==> src/rtl/mips_pkg.sv <==
// mips_pkg: shared pipeline control encodings.
// Holds the hazard FSM state codes, the forwarding-mux select codes and the
// bundle of pipeline control signals produced by the hazard controller.
package mips_pkg;
   localparam logic [1:0] RUN        = 2'b00;
   localparam logic [1:0] LOAD_STALL = 2'b01;
   localparam logic [1:0] MEM_WAIT   = 2'b10;
   localparam logic [1:0] FLUSH      = 2'b11;

   localparam logic [1:0] FWD_RF  = 2'b00;
   localparam logic [1:0] FWD_WB  = 2'b01;
   localparam logic [1:0] FWD_MEM = 2'b10;

   typedef struct packed {
      logic pcWrite;
      logic ifidWrite;
      logic ifidFlush;
      logic idexBubble;
      logic idexHold;
      logic exmemHold;
   } ctrlBundle_t;
endpackage

==> src/rtl/hazard_detect.sv <==
// hazard_detect: combinational load-use comparator.
// Ports: idRs/idRt/idUsesRt describe the ID instruction's sources, exRd/exMemRead
// the EX instruction; loadUse is high when ID needs a load result not yet loaded.
// r0 is never a real dependency, so it can never trigger a stall.
module hazard_detect
   import mips_pkg::*;
(
   input  logic [4:0] idRs,
   input  logic [4:0] idRt,
   input  logic       idUsesRt,
   input  logic [4:0] exRd,
   input  logic       exMemRead,
   output logic       loadUse
);
   assign loadUse = exMemRead && exRd != 5'd0 && (exRd == idRs || (idUsesRt && exRd == idRt));
endmodule

==> src/rtl/pipeline_hazard_ctrl.sv <==
// pipeline_hazard_ctrl: pipeline stall/flush/hold controller with memory-wait timeout.
// Inputs: clk, rst_n (sync active-low), ID sources (id_rs, id_rt, id_uses_rt),
// EX destination/load/branch (ex_rd, ex_mem_read, ex_branch_taken), MEM handshake
// (mem_req, mem_ready).
// Outputs: pc_write, ifid_write, ifid_flush, idex_bubble, idex_hold, exmem_hold
// (Mealy, valid in the detection cycle), hazard_state, sticky mem_timeout,
// stall_count/flush_count statistics.
// Macro HAZARD_STATS_EN enables the statistics counters; otherwise they read 0.
module pipeline_hazard_ctrl
   import mips_pkg::*;
#(
   parameter int MEM_TIMEOUT = 64,
   parameter int CNT_W       = 16
) (
   input  logic             clk,
   input  logic             rst_n,
   input  logic [4:0]       id_rs,
   input  logic [4:0]       id_rt,
   input  logic             id_uses_rt,
   input  logic [4:0]       ex_rd,
   input  logic             ex_mem_read,
   input  logic             ex_branch_taken,
   input  logic             mem_req,
   input  logic             mem_ready,
   output logic             pc_write,
   output logic             ifid_write,
   output logic             ifid_flush,
   output logic             idex_bubble,
   output logic             idex_hold,
   output logic             exmem_hold,
   output logic [1:0]       hazard_state,
   output logic             mem_timeout,
   output logic [CNT_W-1:0] stall_count,
   output logic [CNT_W-1:0] flush_count
);
   localparam int WAIT_W = $clog2(MEM_TIMEOUT + 1);
   localparam logic [WAIT_W-1:0] WAIT_MAX = WAIT_W'(MEM_TIMEOUT);

   logic [1:0] state, nextState, curState;
   logic [WAIT_W-1:0] waitCnt, waitNext;
   logic memWait, loadUse, luHit;
   ctrlBundle_t ctrl;

   // During reset the control outputs behave as if already in RUN.
   assign curState = rst_n ? state : RUN;
   assign memWait  = mem_req && !mem_ready;

   hazard_detect uDetect (
      .idRs      (id_rs),
      .idRt      (id_rt),
      .idUsesRt  (id_uses_rt),
      .exRd      (ex_rd),
      .exMemRead (ex_mem_read),
      .loadUse   (loadUse)
   );

   // The cycle right after a stall or flush holds a bubble in EX, so the
   // comparison there would be against stale data and is ignored.
   assign luHit = loadUse && (curState == RUN || curState == MEM_WAIT);

   always_comb begin
      ctrl      = '{pcWrite: 1'b1, ifidWrite: 1'b1, default: 1'b0};
      nextState = RUN;
      if (memWait) begin
         ctrl.pcWrite   = 1'b0;
         ctrl.ifidWrite = 1'b0;
         ctrl.idexHold  = 1'b1;
         ctrl.exmemHold = 1'b1;
         nextState      = MEM_WAIT;
      end else if (ex_branch_taken) begin
         ctrl.ifidFlush  = 1'b1;
         ctrl.idexBubble = 1'b1;
         nextState       = FLUSH;
      end else if (luHit) begin
         ctrl.pcWrite    = 1'b0;
         ctrl.ifidWrite  = 1'b0;
         ctrl.idexBubble = 1'b1;
         nextState       = LOAD_STALL;
      end
   end

   // Counts consecutive waiting cycles, including the one that detects the wait.
   assign waitNext = !memWait ? '0 : waitCnt == WAIT_MAX ? WAIT_MAX : waitCnt + 1'b1;

   always_ff @(posedge clk) begin
      if (!rst_n) begin
         state       <= RUN;
         waitCnt     <= '0;
         mem_timeout <= 1'b0;
      end else begin
         state       <= nextState;
         waitCnt     <= waitNext;
         mem_timeout <= mem_timeout || waitNext == WAIT_MAX;
      end
   end

   assign pc_write     = ctrl.pcWrite;
   assign ifid_write   = ctrl.ifidWrite;
   assign ifid_flush   = ctrl.ifidFlush;
   assign idex_bubble  = ctrl.idexBubble;
   assign idex_hold    = ctrl.idexHold;
   assign exmem_hold   = ctrl.exmemHold;
   assign hazard_state = state;

`ifdef HAZARD_STATS_EN
   logic [CNT_W-1:0] stallCnt, flushCnt;

   always_ff @(posedge clk) begin
      if (!rst_n) begin
         stallCnt <= '0;
         flushCnt <= '0;
      end else begin
         if (!ctrl.pcWrite && stallCnt != '1) stallCnt <= stallCnt + 1'b1;
         if (ctrl.ifidFlush && flushCnt != '1) flushCnt <= flushCnt + 1'b1;
      end
   end

   assign stall_count = stallCnt;
   assign flush_count = flushCnt;
`else
   assign stall_count = '0;
   assign flush_count = '0;
`endif
endmodule

==> config.mk <==
export PLATFORM = sky130hd
export DESIGN_NAME = pipeline_hazard_ctrl
export DESIGN_NICKNAME = d
export VERILOG_FILES = /design/src/rtl/mips_pkg.sv /design/src/rtl/hazard_detect.sv /design/src/rtl/pipeline_hazard_ctrl.sv
export SDC_FILE = /design/constraint.sdc
export NUM_CORES = 1
export LEC_CHECK = 0
export CAP_MARGIN = 30
export CORE_MARGIN = 2
export CORE_UTILIZATION = 66
export DETAILED_ROUTE_END_ITERATION = 10
export DONT_BUFFER_PORTS = 1
export PLACE_DENSITY = 0.91
export SLEW_MARGIN = 20
export SYNTH_ARGS = -nofsm -noshare
export SYNTH_HDL_FRONTEND = slang
export SYNTH_SLANG_ARGS = --single-unit
==> constraint.sdc <==
create_clock -name clk -period 3.5 [get_ports clk]
set_input_delay 0.35 -clock clk [delete_from_list [all_inputs] [get_ports clk]]
set_output_delay 0.35 -clock clk [all_outputs]
set_load 0.01 [all_outputs]
==> impl_metrics.csv <==
group,metric,value,unit
sta,setup-violations-final,0,
clock_tree,cts_tree,"yes",
power_and_ir_drop,p_leak,0.0003596,uW
global_route,gr-total-overflow,0,
floorplanning,row_count,13,
layout,fillers,111,
detailed_routing,top_layer,"met4",
floorplanning,die_w,41.25,microns
setup_path,worst_path_largest_cell_delay,0.42,ns
logic_synthesis,synth_flop_cell,"dfxtp_1",
worst_hold_path,hold_path.class,"primary input to flip-flop",
power_and_ir_drop,p_int,191.0,uW
sta,min_period,1.777,ns
sta,final.setup.worst_slack,1.723,ns
detailed_routing,wire_per_inst,10.40,microns
run,drv_cap,0,
setup_path,path_class,"flip-flop to output port",
sta,finalClockSkew,0.006126,ns
logic_synthesis,synth-async-reset-ratio,0,
setup_path,cp.arrival,1.43,ns
floorplanning,core-area,1301,sq um
logic_synthesis,synthTopCellsByCount,"buf_4 (36), xor2_1 (11), dfxtp_1 (10), nor2_1 (10)",
logic_synthesis,synth-edff-count,0,
power_and_ir_drop,p_comb_frac,0.156,
logic_synthesis,synth-seq-area-share,0.2186,
sta,hold_viol,0,
setup_path,crit_required,3.15,ns
placed_design,port_buffers,0,
power_and_ir_drop,swShare,0.2684,
logic_synthesis,yosys-top-cells-area,"buf_4 (30%), dfxtp_1 (22%), xor2_1 (11%), nor2_1 (4.1%), xnor2_1 (3.8%)",
clock_tree,ctsHoldBuffers,0,
floorplanning,die-height,41.25,microns
detailed_routing,postRouteAntennaNets,0,
layout,area.sequential,200.2,sq um
sta,slew_violations,0,
detailed_routing,drcViolationCount,0,
logic_synthesis,yosysMostFrequentCell,"buf_4",
detailed_routing,dr_wl_met2,675,microns
setup_path,cp_max_fo,3,
sta,rsz0062_at_grt,"no",
placed_design,place_congestion,0.8448,
setup_path,start_kind,"flip-flop",
clock_tree,post_cts.repair.setup_buffers,0,
setup_path,worstPathBufferInverterCount,1,
clock_tree,clk_pin_slew_worst_paths,0.07,ns
clock_tree,post_cts_resize_count,0,
setup_path,cpLargestDelayFamily,"compound AO/OA/AOI/OAI gates",
logic_synthesis,synth_top_cell_area_share,0.2951,
layout,final_cell_area,812.0,sq um
sta,finalCritPeriodShare,0.5078,
sta,timing.fmax,562.6,MHz
logic_synthesis,ys_types,30,
placed_design,dp_hpwl,1141,microns
layout,nets,138,
power_and_ir_drop,power.switching,70.06,uW
global_route,grt_pass1_vias,483,
logic_synthesis,syn_area,915.9,sq um
setup_path,end_kind,"output port",
global_route,grt_pass1_wl,1766,microns
floorplanning,dieArea,1702,sq um
power_and_ir_drop,vdd_drop_max,0.1694,mV
setup_path,worstPathCellList,"a221oi_1 -> inv_1 -> o31a_1",
detailed_routing,wl,1331,microns
clock_tree,h-tree-depth,1,
sta,holdWs,0.2044,ns
logic_synthesis,synth_cells,115,
logic_synthesis,postSynthAreaPerCell,7.964,sq um
global_route,antenna_found_initial,0,
detailed_routing,via_per_inst,5.102,
detailed_routing,firstDrtPassIters,5,
clock_tree,clockBufferDepth,2,
setup_path,crit_slowest_cell,"a221oi_1",
clock_tree,clock_latency,0.26,ns
global_route,grt_usage,0.1611,
layout,drive_above_1_share,0.07080,
clock_tree,clockRootBuffer,"clkbuf_4",
power_and_ir_drop,power_frac_seq,0.454,
detailed_routing,dr_wl_met3,194,microns
logic_synthesis,yosys_warnings,0,
power_and_ir_drop,power_density,321.4,nW/um^2
global_route,grt_max_degree,9,
placed_design,dpl_cell_area,775.7,sq um
logic_synthesis,synth_seq_cells,10,
outcome,status,"finished, final reports clean",
floorplanning,io_pins,63,
layout,areaGrowthSynthToFinish,-11.34,%
clock_tree,cts_sinks,10,
logic_synthesis,synth.largest_area_cell,"buf_4",
detailed_routing,m1WireLength,448,microns
layout,diodes,0,
sta,setup_tns,0,ns
layout,multi_input_area,534.3,sq um
detailed_routing,drtIter0Drc,9,
detailed_routing,vias,653,
clock_tree,cts_made_buffers,3,
layout,fin_util,0.6240,
placed_design,pre_cts_slack,1.790,ns
floorplanning,start_util,0.7038,
power_and_ir_drop,clockPowerShare,0.390,
stage by stage:
stage,std cells,total power (uW)
6_report,128,261.0
5_1_grt,128,277.9
4_1_cts,128,264.3
3_5_place_dp,124,161.4
3_3_place_gp,124,160.5
2_1_floorplan,146,186.4
cells in the final DEF, fill, tap and decap left out:
master and instances:
nand4b_1 1, nor2_2 1, nor3_1 4, nand3_2 1, nand4bb_1 1, o21ai_0 1
o41ai_1 1, and2_1 1, nor2_1 10, conb_1 32, o21a_1 1, nand2_1 6
nor4_1 3, a211oi_1 1, clkbuf_4 3, nand2b_4 1, nand3_1 4, a21o_1 1
clkbuf_8 1, o31a_1 1, or2_2 1, a32oi_1 1, a221oi_1 1, xnor2_1 4
xor2_1 11, ha_1 2, a31oi_1 1, dfxtp_1 10, o21bai_1 1, inv_1 6
registers in the layout (all words and copies together), names as in the netlist:
name and cells:
hazard_state 2, waitCnt 7, mem_timeout 1
cell type report:
cell class	count	share of cell area
flip-flops and latches	10	0.2465
inverters	6	0.02773
well taps	15	0.02311
multi-input cells	93	0.6579
clock buffers	4	0.04468
metal layers:
metal  GRT usage  up-vias
li1            -      305
met4     0.04839        0
met5           0        -
met3     0.04891        4
met2      0.3242       54
met1      0.1503      290
logic make-up after synthesis:
family                     synth area share
xor gates and xnor gates             0.1434
AOI/OAI and AO/OA                   0.08335
buffers and inverters                0.3251
and+or+nand+nor                      0.1981
DFF                                  0.2186
adders and majority gates           0.02732
other                              0.004094
final timing paths:
path	startpoint	endpoint	slack, ns	cells after the start
min reg2reg	mem_timeout	mem_timeout	0.52	2
max reg2reg	waitCnt[0]	mem_timeout	1.84	5
min	rst_n	mem_timeout	0.20	2
max	hazard_state[0]	ifid_write	1.72	3
power by group through the flow:
stage	sequential (uW)	clock [uW]	combinational [uW]
floorplan	121	0	65.8
global placement	121	0	39.6
detailed placement	121	0	40.3
CTS	118	105	40.5
global route	119	111	48.1
finish	118	102	40.8
Note: power is estimated with default switching activity, not from simulation.
